**src/rtl/pcnn_pkg.sv**
```systemverilog
// Shared types and default geometry for the PCNN iteration scheduler.
package pcnn_pkg;

  localparam int unsigned ROWS_DEF   = 8;
  localparam int unsigned COLS_DEF   = 8;
  localparam int unsigned ADDR_W_DEF = 6;
  localparam int unsigned CNT_W_DEF  = 7;
  localparam int unsigned ITER_W_DEF = 4;

  typedef enum logic [2:0] {
    IDLE      = 3'd0,
    CONV_GO   = 3'd1,
    CONV_WAIT = 3'd2,
    UPD       = 3'd3,
    DRAIN     = 3'd4,
    ITER_END  = 3'd5,
    FINISH    = 3'd6
  } state_t;

  // Index width for a counter spanning n positions (at least one bit).
  function automatic int unsigned idx_w(input int unsigned n);
    return (n > 1) ? $clog2(n) : 1;
  endfunction

endpackage

```
**src/rtl/pcnn_iter_sched_if.sv**
```systemverilog
// Host, convolution and neuron-update signals of the PCNN iteration scheduler.
interface pcnn_iter_sched_if
  import pcnn_pkg::*;
#(
  parameter int unsigned ADDR_W = ADDR_W_DEF,
  parameter int unsigned CNT_W  = CNT_W_DEF,
  parameter int unsigned ITER_W = ITER_W_DEF
);

  logic              start;
  logic              abort;
  logic [ITER_W-1:0] max_iter;
  logic              conv_go;
  logic              conv_done;
  logic              upd_en;
  logic [ADDR_W-1:0] upd_addr;
  logic              fire;
  logic              buf_sel;
  logic [ITER_W-1:0] iter;
  logic [CNT_W-1:0]  fire_cnt;
  logic              busy;
  logic              done;

  // master: the scheduler; slave: host plus convolution/neuron datapaths
  modport master (
    input  start, abort, max_iter, conv_done, fire,
    output conv_go, upd_en, upd_addr, buf_sel, iter, fire_cnt, busy, done
  );

  modport slave (
    output start, abort, max_iter, conv_done, fire,
    input  conv_go, upd_en, upd_addr, buf_sel, iter, fire_cnt, busy, done
  );

endinterface

```
**src/rtl/pcnn_pix_counter.sv**
```systemverilog
// Row/column pixel sweep counter producing the linear address row*COLS+col.
module pcnn_pix_counter
  import pcnn_pkg::*;
#(
  parameter int unsigned ROWS   = ROWS_DEF,
  parameter int unsigned COLS   = COLS_DEF,
  parameter int unsigned ADDR_W = ADDR_W_DEF
) (
  input  logic              clk,
  input  logic              rst,
  input  logic              i_clr,
  input  logic              i_en,
  output logic [ADDR_W-1:0] o_addr,
  output logic              o_last
);

  localparam int unsigned ROW_W = idx_w(ROWS);
  localparam int unsigned COL_W = idx_w(COLS);

  logic [ROW_W-1:0]  r_row;
  logic [COL_W-1:0]  r_col;
  logic [ADDR_W-1:0] r_addr;
  logic              w_row_last;
  logic              w_col_last;

  assign w_row_last = (r_row == ROW_W'(ROWS - 1));
  assign w_col_last = (r_col == COL_W'(COLS - 1));

  // Linear address kept alongside row/col so no multiplier is needed
  always_ff @(posedge clk or negedge rst) begin
    if (!rst) begin
      r_row  <= '0;
      r_col  <= '0;
      r_addr <= '0;
    end else if (i_clr) begin
      r_row  <= '0;
      r_col  <= '0;
      r_addr <= '0;
    end else if (i_en) begin
      if (w_col_last) begin
        r_col <= '0;
        r_row <= w_row_last ? '0 : r_row + ROW_W'(1);
      end else begin
        r_col <= r_col + COL_W'(1);
      end
      r_addr <= o_last ? '0 : r_addr + ADDR_W'(1);
    end
  end

  assign o_addr = r_addr;
  assign o_last = w_row_last & w_col_last;

endmodule

```
**src/rtl/pcnn_iter_sched.sv**
```systemverilog
// PCNN iteration scheduler: conv start/wait, per-pixel neuron sweep, fire count, buffer flip.
// Optional PCNN_EARLY_STOP_EN: an iteration with zero fires ends the run.
module pcnn_iter_sched
  import pcnn_pkg::*;
#(
  parameter int unsigned ROWS   = ROWS_DEF,
  parameter int unsigned COLS   = COLS_DEF,
  parameter int unsigned ADDR_W = ADDR_W_DEF,
  parameter int unsigned CNT_W  = CNT_W_DEF,
  parameter int unsigned ITER_W = ITER_W_DEF
) (
  input  logic              clk,
  input  logic              rst,
  pcnn_iter_sched_if.master bus
);

  state_t            r_state;
  state_t            w_state_nxt;
  logic [ITER_W-1:0] r_iter;
  logic [ITER_W-1:0] r_iter_lim;
  logic [CNT_W-1:0]  r_acc;
  logic [CNT_W-1:0]  r_fire_cnt;
  logic              r_buf_sel;
  logic              r_conv_go;
  logic              r_upd_en;
  logic              r_busy;
  logic              r_done;
  logic              r_fire_vld;

  logic              w_pix_clr;
  logic              w_pix_en;
  logic              w_pix_last;
  logic              w_stop;
  logic              w_run_accept;
  logic              w_iter_commit;
  logic [ADDR_W-1:0] w_pix_addr;

  pcnn_pix_counter #(
    .ROWS   (ROWS),
    .COLS   (COLS),
    .ADDR_W (ADDR_W)
  ) u_pix (
    .clk    (clk),
    .rst    (rst),
    .i_clr  (w_pix_clr),
    .i_en   (w_pix_en),
    .o_addr (w_pix_addr),
    .o_last (w_pix_last)
  );

`ifdef PCNN_EARLY_STOP_EN
  assign w_stop = (r_iter == r_iter_lim) || (r_acc == '0);
`else
  assign w_stop = (r_iter == r_iter_lim);
`endif

  // Next-state decode; abort overrides every transition
  always_comb begin
    w_state_nxt = r_state;
    case (r_state)
      IDLE:      if (bus.start) w_state_nxt = CONV_GO;
      CONV_GO:   w_state_nxt = CONV_WAIT;
      CONV_WAIT: if (bus.conv_done) w_state_nxt = UPD;
      UPD:       if (w_pix_last) w_state_nxt = DRAIN;
      DRAIN:     w_state_nxt = ITER_END;
      ITER_END:  w_state_nxt = w_stop ? FINISH : CONV_GO;
      FINISH:    w_state_nxt = IDLE;
      default:   w_state_nxt = IDLE;
    endcase
    if (bus.abort) w_state_nxt = IDLE;
  end

  assign w_run_accept  = (r_state == IDLE) && (w_state_nxt == CONV_GO);
  assign w_iter_commit = (r_state == ITER_END) && (w_state_nxt != IDLE);
  assign w_pix_clr     = (r_state == CONV_WAIT) && (w_state_nxt == UPD);
  assign w_pix_en      = (r_state == UPD) && !bus.abort;

  always_ff @(posedge clk or negedge rst) begin
    if (!rst) r_state <= IDLE;
    else      r_state <= w_state_nxt;
  end

  // Strobes registered from the next state so they align with the state they decode
  always_ff @(posedge clk or negedge rst) begin
    if (!rst) begin
      r_conv_go  <= 1'b0;
      r_upd_en   <= 1'b0;
      r_busy     <= 1'b0;
      r_done     <= 1'b0;
      r_fire_vld <= 1'b0;
    end else begin
      r_conv_go  <= (w_state_nxt == CONV_GO);
      r_upd_en   <= (w_state_nxt == UPD);
      r_busy     <= (w_state_nxt != IDLE);
      r_done     <= (w_state_nxt == FINISH);
      r_fire_vld <= r_upd_en;
    end
  end

  // Iteration index and limit; max_iter of 0 is run as a single iteration
  always_ff @(posedge clk or negedge rst) begin
    if (!rst) begin
      r_iter     <= '0;
      r_iter_lim <= '0;
    end else if (w_run_accept) begin
      r_iter     <= '0;
      r_iter_lim <= (bus.max_iter == '0) ? '0 : bus.max_iter - ITER_W'(1);
    end else if (w_iter_commit && !w_stop) begin
      r_iter     <= r_iter + ITER_W'(1);
    end
  end

  // Fire accumulator samples fire one cycle after each update strobe
  always_ff @(posedge clk or negedge rst) begin
    if (!rst) begin
      r_acc <= '0;
    end else if (w_pix_clr) begin
      r_acc <= '0;
    end else if (r_fire_vld && bus.fire) begin
      r_acc <= r_acc + CNT_W'(1);
    end
  end

  always_ff @(posedge clk or negedge rst) begin
    if (!rst) begin
      r_fire_cnt <= '0;
      r_buf_sel  <= 1'b0;
    end else if (w_iter_commit) begin
      r_fire_cnt <= r_acc;
      r_buf_sel  <= ~r_buf_sel;
    end
  end

  assign bus.conv_go  = r_conv_go;
  assign bus.upd_en   = r_upd_en;
  assign bus.upd_addr = w_pix_addr;
  assign bus.buf_sel  = r_buf_sel;
  assign bus.iter     = r_iter;
  assign bus.fire_cnt = r_fire_cnt;
  assign bus.busy     = r_busy;
  assign bus.done     = r_done;

endmodule

```
**src/flat_wrapper.sv**
```systemverilog
// flat-port wrapper written by rule: the top's interface ports become plain ports
module pcnn_iter_sched_flat import pcnn_pkg::*;
#(
  parameter int unsigned ROWS   = ROWS_DEF,
  parameter int unsigned COLS   = COLS_DEF,
  parameter int unsigned ADDR_W = ADDR_W_DEF,
  parameter int unsigned CNT_W  = CNT_W_DEF,
  parameter int unsigned ITER_W = ITER_W_DEF
)
  (clk, rst, bus_start, bus_abort, bus_max_iter, bus_conv_done, bus_fire, bus_conv_go, bus_upd_en, bus_upd_addr, bus_buf_sel, bus_iter, bus_fire_cnt, bus_busy, bus_done);
  pcnn_iter_sched_if #(.ADDR_W(ADDR_W), .CNT_W(CNT_W), .ITER_W(ITER_W)) bus_i ();
  input  logic clk;
  input  logic rst;
  input wire logic [$bits(bus_i.start)-1:0] bus_start;
  input wire logic [$bits(bus_i.abort)-1:0] bus_abort;
  input wire logic [$bits(bus_i.max_iter)-1:0] bus_max_iter;
  input wire logic [$bits(bus_i.conv_done)-1:0] bus_conv_done;
  input wire logic [$bits(bus_i.fire)-1:0] bus_fire;
  output wire logic [$bits(bus_i.conv_go)-1:0] bus_conv_go;
  output wire logic [$bits(bus_i.upd_en)-1:0] bus_upd_en;
  output wire logic [$bits(bus_i.upd_addr)-1:0] bus_upd_addr;
  output wire logic [$bits(bus_i.buf_sel)-1:0] bus_buf_sel;
  output wire logic [$bits(bus_i.iter)-1:0] bus_iter;
  output wire logic [$bits(bus_i.fire_cnt)-1:0] bus_fire_cnt;
  output wire logic [$bits(bus_i.busy)-1:0] bus_busy;
  output wire logic [$bits(bus_i.done)-1:0] bus_done;
  assign bus_i.start = bus_start;
  assign bus_i.abort = bus_abort;
  assign bus_i.max_iter = bus_max_iter;
  assign bus_i.conv_done = bus_conv_done;
  assign bus_i.fire = bus_fire;
  assign bus_conv_go = bus_i.conv_go;
  assign bus_upd_en = bus_i.upd_en;
  assign bus_upd_addr = bus_i.upd_addr;
  assign bus_buf_sel = bus_i.buf_sel;
  assign bus_iter = bus_i.iter;
  assign bus_fire_cnt = bus_i.fire_cnt;
  assign bus_busy = bus_i.busy;
  assign bus_done = bus_i.done;
  pcnn_iter_sched #(.ROWS(ROWS), .COLS(COLS), .ADDR_W(ADDR_W), .CNT_W(CNT_W), .ITER_W(ITER_W)) u_core (.clk(clk), .rst(rst), .bus(bus_i));
endmodule
```
**config.mk**
```make
export PLATFORM = sky130hd
export DESIGN_NAME = pcnn_iter_sched_flat
export DESIGN_NICKNAME = d
export VERILOG_FILES = /design/src/rtl/pcnn_pkg.sv /design/src/rtl/pcnn_iter_sched_if.sv /design/src/rtl/pcnn_pix_counter.sv /design/src/rtl/pcnn_iter_sched.sv /design/src/flat_wrapper.sv
export SDC_FILE = /design/constraint.sdc
export NUM_CORES = 1
export LEC_CHECK = 0
export ABC_AREA = 1
export CORE_MARGIN = 1
export CORE_UTILIZATION = 51
export CTS_BUF_LIST = sky130_fd_sc_hd__clkbuf_8
export CTS_CLUSTER_SIZE = 10
export DETAILED_ROUTE_END_ITERATION = 7
export GPL_TIMING_DRIVEN = 0
export PLACE_DENSITY_LB_ADDON = 0.05
export REMOVE_ABC_BUFFERS = 1
export SYNTH_ARGS = -nofsm -noshare
export SYNTH_HDL_FRONTEND = slang
export SYNTH_SLANG_ARGS = --single-unit
```
**constraint.sdc**
```tcl
create_clock -name clk -period 1.7 [get_ports clk]
set_input_delay 0.34 -clock clk [delete_from_list [all_inputs] [get_ports clk]]
set_output_delay 0.34 -clock clk [all_outputs]
set_load 0.05 [all_outputs]
```
# --- Word level (Yosys, flattened, before mapping) ---
# Index checks and enable logic that the tools add are counted.
op_classes:
  n_addsub: 6
  n_mul: 0
  div_mod_pow: 0
  n_lt_le_gt_ge: 0
  eq_ne: 11
  shifts: 0
  n_mux: 21
  n_bitwise: 2
  n_reduce_logical: 16
ops:
  columns: ["op", "count"]
  rows:
  - ["2-to-1 mux 3 bit", 12]
  - ["2-to-1 mux 6 bit", 3]
  - ["one-hot mux 3 bit (6 select lines)", 1]
  - ["== test 3 bit (second input constant)", 5]
  - ["2-to-1 mux 7 bit", 2]
  - ["2-to-1 mux 4 bit", 3]
  - ["== test 3 x 2 -> 1 bit (second input constant)", 3]
  - ["nonzero test 2 bit", 4]
  - ["adder 7 x 1 -> 7 bit (second input constant)", 1]
  - ["adder 3 x 1 -> 3 bit (second input constant)", 2]
  - ["adder 6 x 1 -> 6 bit (second input constant)", 1]
  - ["== test 3 x 1 -> 1 bit (second input constant)", 2]
  - ["logical AND 1 bit", 6]
  - ["adder 4 x 1 -> 4 bit (second input constant)", 1]
  - ["== test 4 bit", 1]
  - ["logical NOT 4 bit", 1]
  - ["subtractor 4 x 1 -> 4 bit (second input constant)", 1]
  - ["logical NOT 3 bit", 1]
  - ["nonzero test 3 bit", 1]
  - ["logical NOT 1 bit", 2]
  - ["AND reduction 2 bit", 1]
  - ["bitwise AND 1 bit", 1]
  - ["NOT 1 bit", 1]
word_totals:
  reg_bits: 43
  latch_bits: 0
  mem_bits_rw: 0
  romBits: 0
  input_bits: 10
  out_inout_bits: 22
  word_cells: 70
  mem_count: 0

# --- Longest topological paths before layout ---
# Gate-level depths: netlist of the first run.
depth:
  depth_word: 10
  depth_mapped: 12

# --- Modules after synthesis ---
# From an unflattened synthesis of the first run, not the netlist that was laid out.
unflattened:
  hier_cells: 277
  hier_area_um2: 2301.0
by_module_without_submodules:
  columns: ["mod", "instances", "cells_per_inst", "area_per_inst_um2", "seq_area_each_um2"]
  rows:
  - ["pcnn_iter_sched", 1, 200, 1649.1, 775.7]
  - ["pcnn_pix_counter", 1, 77, 651.9, 300.3]

# --- Worst setup path after synthesis of the first run ---
# OpenSTA, ideal clock, no wires.
synth_timing:
  path_type: "register -> register"
  startpoint: "reg u_core.r_iter[0], in the netlist u_core.bus.iter[0]"
  endpoint: "reg u_core.u_pix.r_addr[0], in the netlist u_core.u_pix.o_addr[0]"
  arrival_ps: 1707
  path_slack_ps: -127
  path_stages_with_launch: 13
  n_path_buf: 1
  period_less_slack_ps: 1827
  cell_sequence: "dfrtp_1 inv_1 nand2_1 nand2_1 nor2_1 nand3_1 nand2_1 nand2_2 inv_2 nand3_4 buf_6 nand3_1 nand2_1"
synth_between:
  elab_chain_len: 7
synth_lines:
  columns: ["element", "line_no", "rtl"]
  rows:
  - ["start: declaration", "pcnn_iter_sched.sv:19", "logic [ITER_W-1:0] r_iter;"]
  - ["start signal: assignment", "pcnn_iter_sched.sv:109", "r_iter <= r_iter + ITER_W'(1);"]
  - ["== test 4 bit *", "pcnn_iter_sched.sv:54", "assign w_stop = (r_iter == r_iter_lim);"]
  - ["2-to-1 mux 3 bit *", "pcnn_iter_sched.sv:66", "ITER_END: w_state_nxt = w_stop ? FINISH : CONV_GO;"]
  - ["one-hot mux 3 bit (6 select lines) *", "pcnn_iter_sched.sv:60", "case (r_state)"]
  - ["2-to-1 mux 3 bit *", "pcnn_iter_sched.sv:70", "if (bus.abort) w_state_nxt = IDLE;"]
  - ["via u_core.w_state_nxt[1]", "pcnn_iter_sched.sv:18", "state_t w_state_nxt;"]
  - ["== test 3 x 2 -> 1 bit *", "pcnn_iter_sched.sv:75", "assign w_pix_clr = (r_state == CONV_WAIT) && (w_state_nxt == UPD);"]
  - ["logical AND 1 bit *", "pcnn_iter_sched.sv:75", null]
  - ["2-to-1 mux 6 bit or nonzero test 2 bit (tied branches)", null, null]
  - ["end signal: assignment", "pcnn_pix_counter.sv:46", "r_addr <= o_last ? '0 : r_addr + ADDR_W'(1);"]
  - ["end: declaration", "pcnn_pix_counter.sv:22", "logic [ADDR_W-1:0] r_addr;"]
# Mark *: on every way through the listed nets, which the timed path passes. The rest lies on a longest branch.
# A chain may end at the register's enable or synchronous reset.

# --- Final worst setup path of the first run ---
layout_timing:
  startpoint: "reg u_core.u_pix.r_col[0]"
  endpoint: "reg u_core.r_acc[2]"
layout_between:
  elab_chain_len: 8
layout_lines:
  columns: ["element", "line_no", "rtl"]
  rows:
  - ["start: declaration", "pcnn_pix_counter.sv:21", "logic [COL_W-1:0] r_col;"]
  - ["start signal: assignment", "pcnn_pix_counter.sv:44", "r_col <= r_col + COL_W'(1);"]
  - ["== test 3 bit *", "pcnn_pix_counter.sv:27", "assign w_col_last = (r_col == COL_W'(COLS - 1));"]
  - ["bitwise AND 1 bit *", "pcnn_pix_counter.sv:51", "assign o_last = w_row_last & w_col_last;"]
  - ["2-to-1 mux 3 bit *", "pcnn_iter_sched.sv:64", "UPD: if (w_pix_last) w_state_nxt = DRAIN;"]
  - ["one-hot mux 3 bit (6 select lines) *", "pcnn_iter_sched.sv:60", null]
  - ["2-to-1 mux 3 bit *", "pcnn_iter_sched.sv:70", null]
  - ["via u_core.w_state_nxt[1]", "pcnn_iter_sched.sv:18", null]
  - ["== test 3 x 2 -> 1 bit *", "pcnn_iter_sched.sv:75", null]
  - ["logical AND 1 bit *", "pcnn_iter_sched.sv:75", null]
  - ["2-to-1 mux 7 bit or nonzero test 2 bit (tied branches)", null, null]
  - ["end signal: assignment", "pcnn_iter_sched.sv:120", "r_acc <= r_acc + CNT_W'(1);"]
  - ["end: declaration", "pcnn_iter_sched.sv:21", "logic [CNT_W-1:0] r_acc;"]
# Marked as above.

==> results of run 1 <==
sequential cells by signal (all words and copies together), names as in the netlist:
| signal | cells |
|---|---|
| u_core.bus.iter | 4 |
| u_core.u_pix.o_addr | 6 |
| u_core.r_acc | 7 |
| u_core.r_fire_vld | 1 |
| u_core.bus.conv_go | 1 |
| u_core.bus.done | 1 |
| u_core.u_pix.r_col | 3 |
| u_core.bus.upd_en | 1 |
| u_core.r_state | 3 |
| u_core.r_iter_lim | 4 |
| u_core.u_pix.r_row | 3 |
| u_core.bus.fire_cnt | 7 |
| u_core.bus.buf_sel | 1 |
| u_core.bus.busy | 1 |
timing repair:
item / 4_1_cts / 5_1_grt
hold endpoints to repair: 15 / 0
pin swaps: 24 / 12
buffers inserted: 17 / 4
resized for setup: 67 / 18
hold buffers: 1 / 0
setup endpoints to repair: 63 / 40
gates cloned: 3 / 0
kinds of logic after synthesis:
logic type,synth area share [%]
adder cells (fa/ha/maj),3.97
buffers and inverters,6.12
AO/OA/AOI/OAI,3.51
AND/OR/NAND/NOR,34.1
flip-flops,48.8
XOR/XNOR,3.57
critical path, cell delays in order, from the launching register on:
cell and delay [ns]:
dfrtp_1 0.37, ha_2 0.20, ha_4 0.15, nand2_4 0.06
o211ai_1 0.18, nand2_1 0.12, nand2_4 0.11, inv_4 0.05
nand3_4 0.15, clkinvlp_4 0.23, nor2_1 0.16
cell type report:
| type | instances | share of cell area [%] |
|---|---|---|
| timing repair buffer | 55 | 16.7 |
| inverter | 31 | 3.92 |
| multi-input combinational | 190 | 39.3 |
| clock inverter | 3 | 2.12 |
| sequential | 43 | 33.8 |
| tap | 50 | 1.96 |
| clock buffer | 5 | 2.16 |
power by group:
| part | leakage (nW) | internal [W] | total [W] | switching, W |
|---|---|---|---|---|
| Combinational | 1.07 | 0.000405 | 0.00109 | 0.000686 |
| Sequential | 0.570 | 0.00120 | 0.00139 | 0.000187 |
| Clock | 0.0644 | 0.000586 | 0.000970 | 0.000384 |
| Total | 1.71 | 0.00219 | 0.00345 | 0.00126 |
Yosys cell counts (all sizes together):
master	instances
buf	2
or2	3
dfrtp	43
nand3	35
xor2	7
nand4	1
ha	7
nor2	31
nand3b	2
nor3	3
o211ai	1
a22oi	2
inv	31
nand2	83
xnor2	2
a21oi	6
o21ai	5
worst paths after layout:
kind	start	slack (ns)	endpoint
min in group asynchronous	rst	0.48	u_core.u_pix.o_addr[5]$_DFFE_PN0P_
max	u_core.u_pix.r_col[0]$_DFFE_PN0P_	-0.14	u_core.r_acc[2]$_DFFE_PN0P_
min	u_core.bus.upd_en$_DFF_PN0_	0.39	u_core.r_fire_vld$_DFF_PN0_
max in group asynchronous	rst	0.73	u_core.bus.iter[0]$_DFFE_PN0P_
min reg2reg	u_core.bus.upd_en$_DFF_PN0_	0.39	u_core.r_fire_vld$_DFF_PN0_
max reg2reg	u_core.u_pix.r_col[0]$_DFFE_PN0P_	-0.14	u_core.r_acc[2]$_DFFE_PN0P_
routing by layer:
| layer | GRT usage [%] | vias up |
|---|---|---|
| li1 | - | 963 |
| met1 | 30.2 | 950 |
| met2 | 44.4 | 50 |
| met3 | 6.76 | 16 |
| met4 | 11.5 | 0 |
| met5 | 0 | - |
per-stage QoR:
| stage | util [%] | area [um2] | power (W) |
|---|---|---|---|
| floorplan | - | 2190 | 0.00202 |
| global placement | 62.7 | 2560 | 0.00228 |
| detailed placement | 63.0 | 2580 | 0.00232 |
| CTS | 75.7 | 3090 | 0.00337 |
| global route | 78.1 | 3190 | 0.00366 |
| finish | 78.1 | 3190 | 0.00345 |
==> metrics.md, run 1 <==
| Metric | Value |
|---|---|
| Sinks on Clock Net | `43` |
| Slew @ Worst Pin | `0.497 ns` |
| Worst hold path class | `reg -> reg` |
| Final worst path period share | `108%` |
| First-pass GRT wire length | `8.70 mm` |
| Reg area | `1080 um2` |
| Worst-skew pair later-pin latency | `0.30 ns` |
| Post-synthesis cell type count | `28` |
| Vias per Instance | `5.25` |
| Finished Layout Cells | `377` |
| Via Count | `1,979` |
| Metal1 wirelength | `2.23 mm` |
| Crit. End Element | `register` |
| Critical path class | `reg -> reg` |
| Antenna violations before repair | `0` |
| Leak pwr | `1.71 nW` |
| Vias in the first global route | `1,945` |
| Clock Path Buffers | `2` |
| Die Y | `67.8 um` |
| Most frequent cells in the layout | `nand2_1 (67), dfrtp_1 (40), inv_1 (24), nor2_1 (23), dlygate4sd2_1 (22)` |
| Cell total after placement | `344` |
| FF-to-FF path depth | `10` |
| Root Buffer | `clkbuf_8` |
| H-tree depth | `2` |
| Rows | `23` |
| Max FO, Critical Path | `8` |
| Pre-CTS setup slack | `-0.757 ns` |
| Final Setup Violations | `35` |
| DR WL/cell | `14.2 um` |
| Setup ws final | `-0.138 ns` |
| Failing checks | `setup timing` |
| Hold depth | `0` |
| Final Hold Vio Count | `0` |
| Initial Util | `54.0%` |
| Most common cell after layout, fill and taps aside | `nand2_1` |
| Antenna cell count | `0` |
| Synth Instances | `264` |
| Worst-path clk slew | `0.09 ns` |
| CTS tree | `done` |
| Critical Path AT | `2.07 ns` |
| TritonCTS Buffers | `5` |
| Min cycle time layout | `1.84 ns` |
| Total Routing Usage GR | `25.9%` |
| Layout area overhead | `44.6%` |
| Synth Register Bits | `43` |
| Power per standard cell area | `1080 nW/um2` |
| Largest net degree at the start of global routing | `29` |
| Peak supply drop | `0.640 mV` |
| Max-Slew Margin vs Limit | `67.0%` |
| Max_cap viols | `0` |
| Synthesized area per cell | `8.36 um2` |
| Synth top area share | `48.8%` |
| Yosys top cell by area | `dfrtp_1` |
| Multi-input logic area | `1250 um2` |
| Unrepaired setup endpoints after global routing | `true` |
| Largest cells by area after synthesis | `dfrtp_1 (49%), nand2_1 (13%), nand3_1 (7.3%), nor2_1 (4.6%), inv_1 (4.4%)` |
| Mapped cell area | `2210 um2` |
| Placer congestion estimate | `0.747` |
| F_max | `544 MHz` |
| Fill cells | `271` |
| Core Area | `4090 um2` |
| Met2 wire len | `2.75 mm` |
| Ports | `32` |
| Status | `finished with violations` |
| Post-Route WL | `5.35 mm` |
| Crit path launch type | `register` |
| Die X | `67.8 um` |
| DRT iter0 DRCs | `131` |
| DR WL met3 | `225 um` |
| Clock skew | `0.00717 ns` |
| WHS | `0.395 ns` |
| Setup TNS | `-3.32 ns` |
| Global route overflow | `0` |
| Number of port buffers | `31` |
| DR top layer | `met4` |
| Layout Nets | `343` |
| Antenna Violating Nets Remaining | `0` |
| Max-slew violation count | `0` |
| Critical path data required time | `1.93 ns` |
| Residual DRC | `0` |
| Die area | `4590 um2` |
| YS warnings | `0` |
| DR pass1 iterations | `4` |
| Sequential fraction of the synthesis area | `48.8%` |
| Dpl hpwl | `2.99 mm` |
| Layout cells sized above 1 | `29.7%` |
(Power assumes the default switching activity.)
==> run 2: changes to the inputs <==
- ABC_CLOCK_PERIOD_IN_PS: not set -> 1700
- REMOVE_ABC_BUFFERS: 1 -> not set
- SETUP_SLACK_MARGIN: not set -> 0.05
==> metrics.md, run 2 (synthesis gave the netlist of run 1 again) <==
| Metric | Value |
|---|---|
| Status | `finished with violations` |
| Failing checks | `setup timing` |
| Residual DRC | `0` |
| H-tree depth | `2` |
| Worst reg2reg path startpoint | `u_core.u_pix.r_row[0]$_DFFE_PN0P_` |
| Core Area | `4090 um2` |
| Antenna violations before repair | `0` |
| Critical path class | `reg -> reg` |
| Setup ws final | `-0.112 ns` |
| Most frequent cells in the layout | `nand2_1 (61), dfrtp_1 (39), nand3_1 (26), nor2_1 (25), inv_1 (24)` |
| DR pass1 iterations | `4` |
| Min cycle time layout | `1.81 ns` |
| CTS tree | `done` |
| Antenna cell count | `0` |
| Max FO, Critical Path | `6` |
| Die X | `67.8 um` |
| Critical path data required time | `1.93 ns` |
| Leak pwr | `1.65 nW` |
| TritonCTS Buffers | `5` |
| Total Routing Usage GR | `24.2%` |
| Critical Path AT | `2.04 ns` |
| Dpl hpwl | `2.99 mm` |
| Initial Util | `54.0%` |
| Fin area | `3100 um2` |
| Max-slew violation count | `0` |
| Layout area overhead | `40.6%` |
| Global route overflow | `0` |
| Layout Nets | `340` |
| Root Buffer | `clkbuf_8` |
| Sinks on Clock Net | `43` |
| Area after DPL | `2630 um2` |
| Die Y | `67.8 um` |
| DR WL/cell | `13.3 um` |
| Clock skew | `0.00623 ns` |
| Worst-skew pair later-pin latency | `0.29 ns` |
| Placer congestion estimate | `0.756` |
| Max-Slew Margin vs Limit | `66.1%` |
| Most common cell after layout, fill and taps aside | `nand2_1` |
| Worst-path clk slew | `0.08 ns` |
| Power per standard cell area | `1090 nW/um2` |
| Finished Layout Cells | `374` |
| Unrepaired setup endpoints after global routing | `true` |
| F_max | `552 MHz` |
| Largest net degree at the start of global routing | `24` |
| Crit. End Element | `register` |
| Max_cap viols | `0` |
| Rows | `23` |
| First-pass GRT wire length | `8.14 mm` |
| Cell total after placement | `346` |
| WHS | `0.00480 ns` |
| Setup TNS | `-2.35 ns` |
| Ports | `32` |
| Vias in the first global route | `1,820` |
| Via Count | `1,973` |
| Final Setup Violations | `37` |
| Crit. Startpoint | `u_core.u_pix.r_row[0]$_DFFE_PN0P_` |
| Vias per Instance | `5.28` |
| Post-Route WL | `4.99 mm` |
| Crit path launch type | `register` |
| Peak supply drop | `0.585 mV` |
| Number of port buffers | `31` |
| Final worst path period share | `107%` |
| Worst hold path class | `in -> async` |
| Die area | `4590 um2` |
| Final Hold Vio Count | `0` |
| DRT iter0 DRCs | `125` |
| Clock Path Buffers | `2` |
| Antenna Violating Nets Remaining | `0` |
| Layout cells sized above 1 | `28.4%` |
| Slew @ Worst Pin | `0.509 ns` |
| Syn Nets | `281` |
## run 2: changes by cell type in the layout (fill, tap and decap cells not counted), moves of 2 or more
cell / delta
o21ai_0: +2
nand2_2: +6
nor2_1: +2
nand3_2: -8
clkdlybuf4s15_1: +6
buf_4: -3
buf_6: +4
nand2_1: -6
dlygate4sd2_1: -7
buf_12: -3
nand3_1: +8
## run 2: through the flow
step,setup WS (ns),power [W],utilization [%]
global route,-0.216,0.00358,75.9
detailed placement,-0.182,0.00233,64.4
global placement,-1.01,0.00229,63.9
CTS,-0.0751,0.00331,72.7
floorplan,0.0564,0.00203,-
finish,-0.112,0.00337,75.9
## run 2: layer usage
layer | track usage (%) | up-vias | share of wire (%)
met5 | 0 | - | 0
met4 | 7.81 | 0 | 1.4
met3 | 5.24 | 8 | 4.8
met2 | 40.2 | 56 | 50
met1 | 31.0 | 944 | 44
li1 | - | 965 | -
## run 2: area by class of cell
cell class | instances | area [um2]
multi-input combinational | 190 | 1210
timing repair buffer | 50 | 472
clock inverter | 3 | 63.8
clock buffer | 5 | 68.8
sequential | 43 | 1080
tap | 50 | 62.6
fill | 305 | 983
buffer | 2 | 18.8
inverter | 31 | 128
## run 2: path summary, 6_finish.rpt
kind / to / slack [ns] / cells past startpoint
max: u_core.bus.iter[3]$_DFFE_PN0P_ / -0.11 / 11
min: u_core.bus.buf_sel$_DFFE_PN0P_ / 0.005 / 1
max reg2reg: u_core.bus.iter[3]$_DFFE_PN0P_ / -0.11 / 11
min reg2reg: u_core.r_fire_vld$_DFF_PN0_ / 0.40 / 0
max in group asynchronous: u_core.bus.iter[1]$_DFFE_PN0P_ / 1.19 / 2
min in group clk: u_core.r_fire_vld$_DFF_PN0_ / 0.40 / 0
## run 2: worst max-delay path: stages, from the launching register on
cell,delay (ns)
dfrtp_1,0.40
ha_2,0.21
ha_4,0.17
nand2_4,0.09
nor2_2,0.05
a21oi_2,0.13
nand2_2,0.08
nand2_4,0.13
nand2_4,0.10
nor2_4,0.19
nand3_1,0.11
nand2_1,0.08
## run 2: what timing repair did
action                                  in CTS  in global routing
setup buffers                               11                  6
hold buffers                                 0                  0
pin swaps                                   18                 11
gates cloned                                 3                  0
resized for setup                           50                 27
endpoints found under the setup margin      59                 45
## run 2: report_power, final
part           internal, W  switching [W]  leakage (nW)
Combinational     0.000385       0.000658          1.01
Clock             0.000581       0.000350        0.0695
Sequential         0.00120       0.000196         0.568
==> run 3: changes to the inputs <==
--- a/config.mk
+++ b/config.mk
@@ -20 +20,2 @@
 export SYNTH_SLANG_ARGS = --single-unit
+export TNS_END_PERCENT = 50
==> constraint.sdc (replaced) <==
create_clock -name clk -period 1.7 [get_ports clk]
set_input_delay 0.17 -clock clk [delete_from_list [all_inputs] [get_ports clk]]
set_output_delay 0.17 -clock clk [all_outputs]
set_load 0.05 [all_outputs]
==> metrics.md, run 3 (synthesis gave the netlist of run 1 again) <==
| Metric | Value |
|---|---|
| Status | `finished with violations` |
| Failing checks | `setup timing` |
| Unrepaired setup endpoints after global routing | `true` |
| Die area | `4590 um2` |
| Leak pwr | `1.73 nW` |
| Initial Util | `54.0%` |
| Finished Layout Cells | `373` |
| Layout cells sized above 1 | `27.6%` |
| WHS | `0.372 ns` |
| Peak supply drop | `0.561 mV` |
| Cell total after placement | `346` |
| Layout Nets | `339` |
| Fin area | `3070 um2` |
| Residual DRC | `0` |
| Placer congestion estimate | `0.791` |
| Worst-skew pair later-pin latency | `0.30 ns` |
| Clock Path Buffers | `2` |
| Vias in the first global route | `1,757` |
| Antenna cell count | `0` |
| Max-slew violation count | `0` |
| Min cycle time layout | `1.80 ns` |
| Final Hold Vio Count | `0` |
| Die X | `67.8 um` |
| Critical path data required time | `1.94 ns` |
| Vias per Instance | `5.11` |
| Layout area overhead | `39.2%` |
| Rows | `23` |
| First-pass GRT wire length | `7.94 mm` |
| Max FO, Critical Path | `8` |
| Number of port buffers | `31` |
| F_max | `554 MHz` |
| Root Buffer | `clkbuf_8` |
| Reg2reg end | `u_core.bus.fire_cnt[0]$_DFFE_PN0P_` |
| Max-Slew Margin vs Limit | `64.1%` |
| Final total power | `0.00320 W` |
| Crit. Startpoint | `u_core.u_pix.r_row[1]$_DFFE_PN0P_` |
| Critical path class | `reg -> reg` |
| Area after DPL | `2630 um2` |
| Antenna Violating Nets Remaining | `0` |
| Syn Nets | `281` |
| Clock skew | `0.00861 ns` |
| FF-to-FF path depth | `11` |
| Final Setup Violations | `37` |
| Critical Path AT | `2.05 ns` |
| Slew @ Worst Pin | `0.539 ns` |
| Post-Route WL | `4.85 mm` |
| DRT iter0 DRCs | `137` |
| Most frequent cells in the layout | `nand2_1 (60), dfrtp_1 (39), nand3_1 (30), nor2_1 (24), inv_1 (23)` |
| Fill cells | `298` |
| Multi-input logic area | `1190 um2` |
| Worst-path clk slew | `0.09 ns` |
| Sinks on Clock Net | `43` |
| Setup ws final | `-0.104 ns` |
| TritonCTS Buffers | `5` |
| Reg area | `1080 um2` |
| Via Count | `1,906` |
| R2r setup slk | `-0.10 ns` |
| DR pass1 iterations | `4` |
| Pre-CTS setup slack | `-0.154 ns` |
| Largest net degree at the start of global routing | `23` |
| Power per standard cell area | `1040 nW/um2` |
| CTS tree | `done` |
| Worst hold path class | `in -> async` |
| Max_cap viols | `0` |
| Antenna violations before repair | `0` |
| Core Area | `4090 um2` |
| Crit. End Element | `register` |
| Worst reg2reg path startpoint | `u_core.u_pix.r_row[1]$_DFFE_PN0P_` |
| Ports | `32` |
| Total Routing Usage GR | `23.7%` |
| Global route overflow | `0` |
| DR WL/cell | `13.0 um` |
| Most common cell after layout, fill and taps aside | `nand2_1` |
| Die Y | `67.8 um` |
| Dpl hpwl | `2.96 mm` |
| H-tree depth | `2` |
| Crit path launch type | `register` |
| Final worst path period share | `106%` |
[run 3: cell count changes in the layout (fill, tap and decap cells not counted), sizes merged, moves of 2 or more]
| cell | before | now |
|---|---|---|
| clkdlybuf4s50 | 8 | 10 |
| dlygate4sd2 | 15 | 12 |
| dlymetal6s2s | 0 | 8 |
| clkinv | 0 | 2 |
| buf | 22 | 20 |
| clkdlybuf4s15 | 6 | 0 |
[run 3: routing by layer]
layer | vias up | routed length, um | GRT usage [%] | part of all wire, %
li1 | 956 | - | - | -
met1 | 903 | 2200 | 29.8 | 45
met2 | 37 | 2390 | 38.7 | 49
met3 | 10 | 177 | 6.08 | 3.7
met4 | 0 | 81 | 9.11 | 1.7
met5 | - | 0 | 0 | 0
[run 3: final cells by class]
class	instances	share of cell area, %
inverters	31	4.15
clock buffers	5	2.24
well taps	50	2.04
multi-input cells	190	38.9
clock inverters	3	1.43
repair buffers	49	15.5
plain buffers	2	0.611
flip-flops and latches	43	35.2
[run 3: how the worst max path moves through the flow]
stage	endpoint	depth (start not counted)
6_report	u_core.bus.fire_cnt[0]$_DFFE_PN0P_	11
5_1_grt	u_core.r_acc[1]$_DFFE_PN0P_	10
4_1_cts	u_core.bus.fire_cnt[6]$_DFFE_PN0P_	12
3_5_place_dp	u_core.bus.fire_cnt[2]$_DFFE_PN0P_	12
3_3_place_gp	u_core.bus.iter[3]$_DFFE_PN0P_	1
2_1_floorplan	u_core.bus.iter[2]$_DFFE_PN0P_	12
[run 3: stage by stage]
| step | setup TNS (ns) | util (%) |
|---|---|---|
| final | -2.36 | 75.2 |
| after global routing | -6.87 | 75.2 |
| after CTS | -1.26 | 72.4 |
| after detailed placement | -3.08 | 64.4 |
| after global placement | -32.03 | 63.8 |
| after floorplan | 0 | - |
[run 3: worst max-delay path, cell delays in order, from the launching register on]
cell and delay, ns:
dfrtp_1 0.38, ha_2 0.20, ha_4 0.16, nand2_4 0.07
o211ai_1 0.18, nand2_1 0.11, nand2_4 0.13, buf_6 0.14
nand3_4 0.12, nand2_8 0.14, nand2_2 0.05, nand2_1 0.05
[run 3: timing repair]
item | in CTS | in global routing
hold buffers | 1 | 0
gates cloned | 2 | 0
setup endpoints to repair | 47 | 47
gates resized for setup | 33 | 31
buffers inserted | 14 | 2
endpoints found under the hold margin | 21 | 0
pin swaps | 22 | 15
[run 3: power breakdown]
group	switching (W)	internal, W
combinational	0.000641	0.000369
sequential	0.000183	0.00120
clock	0.000371	0.000438
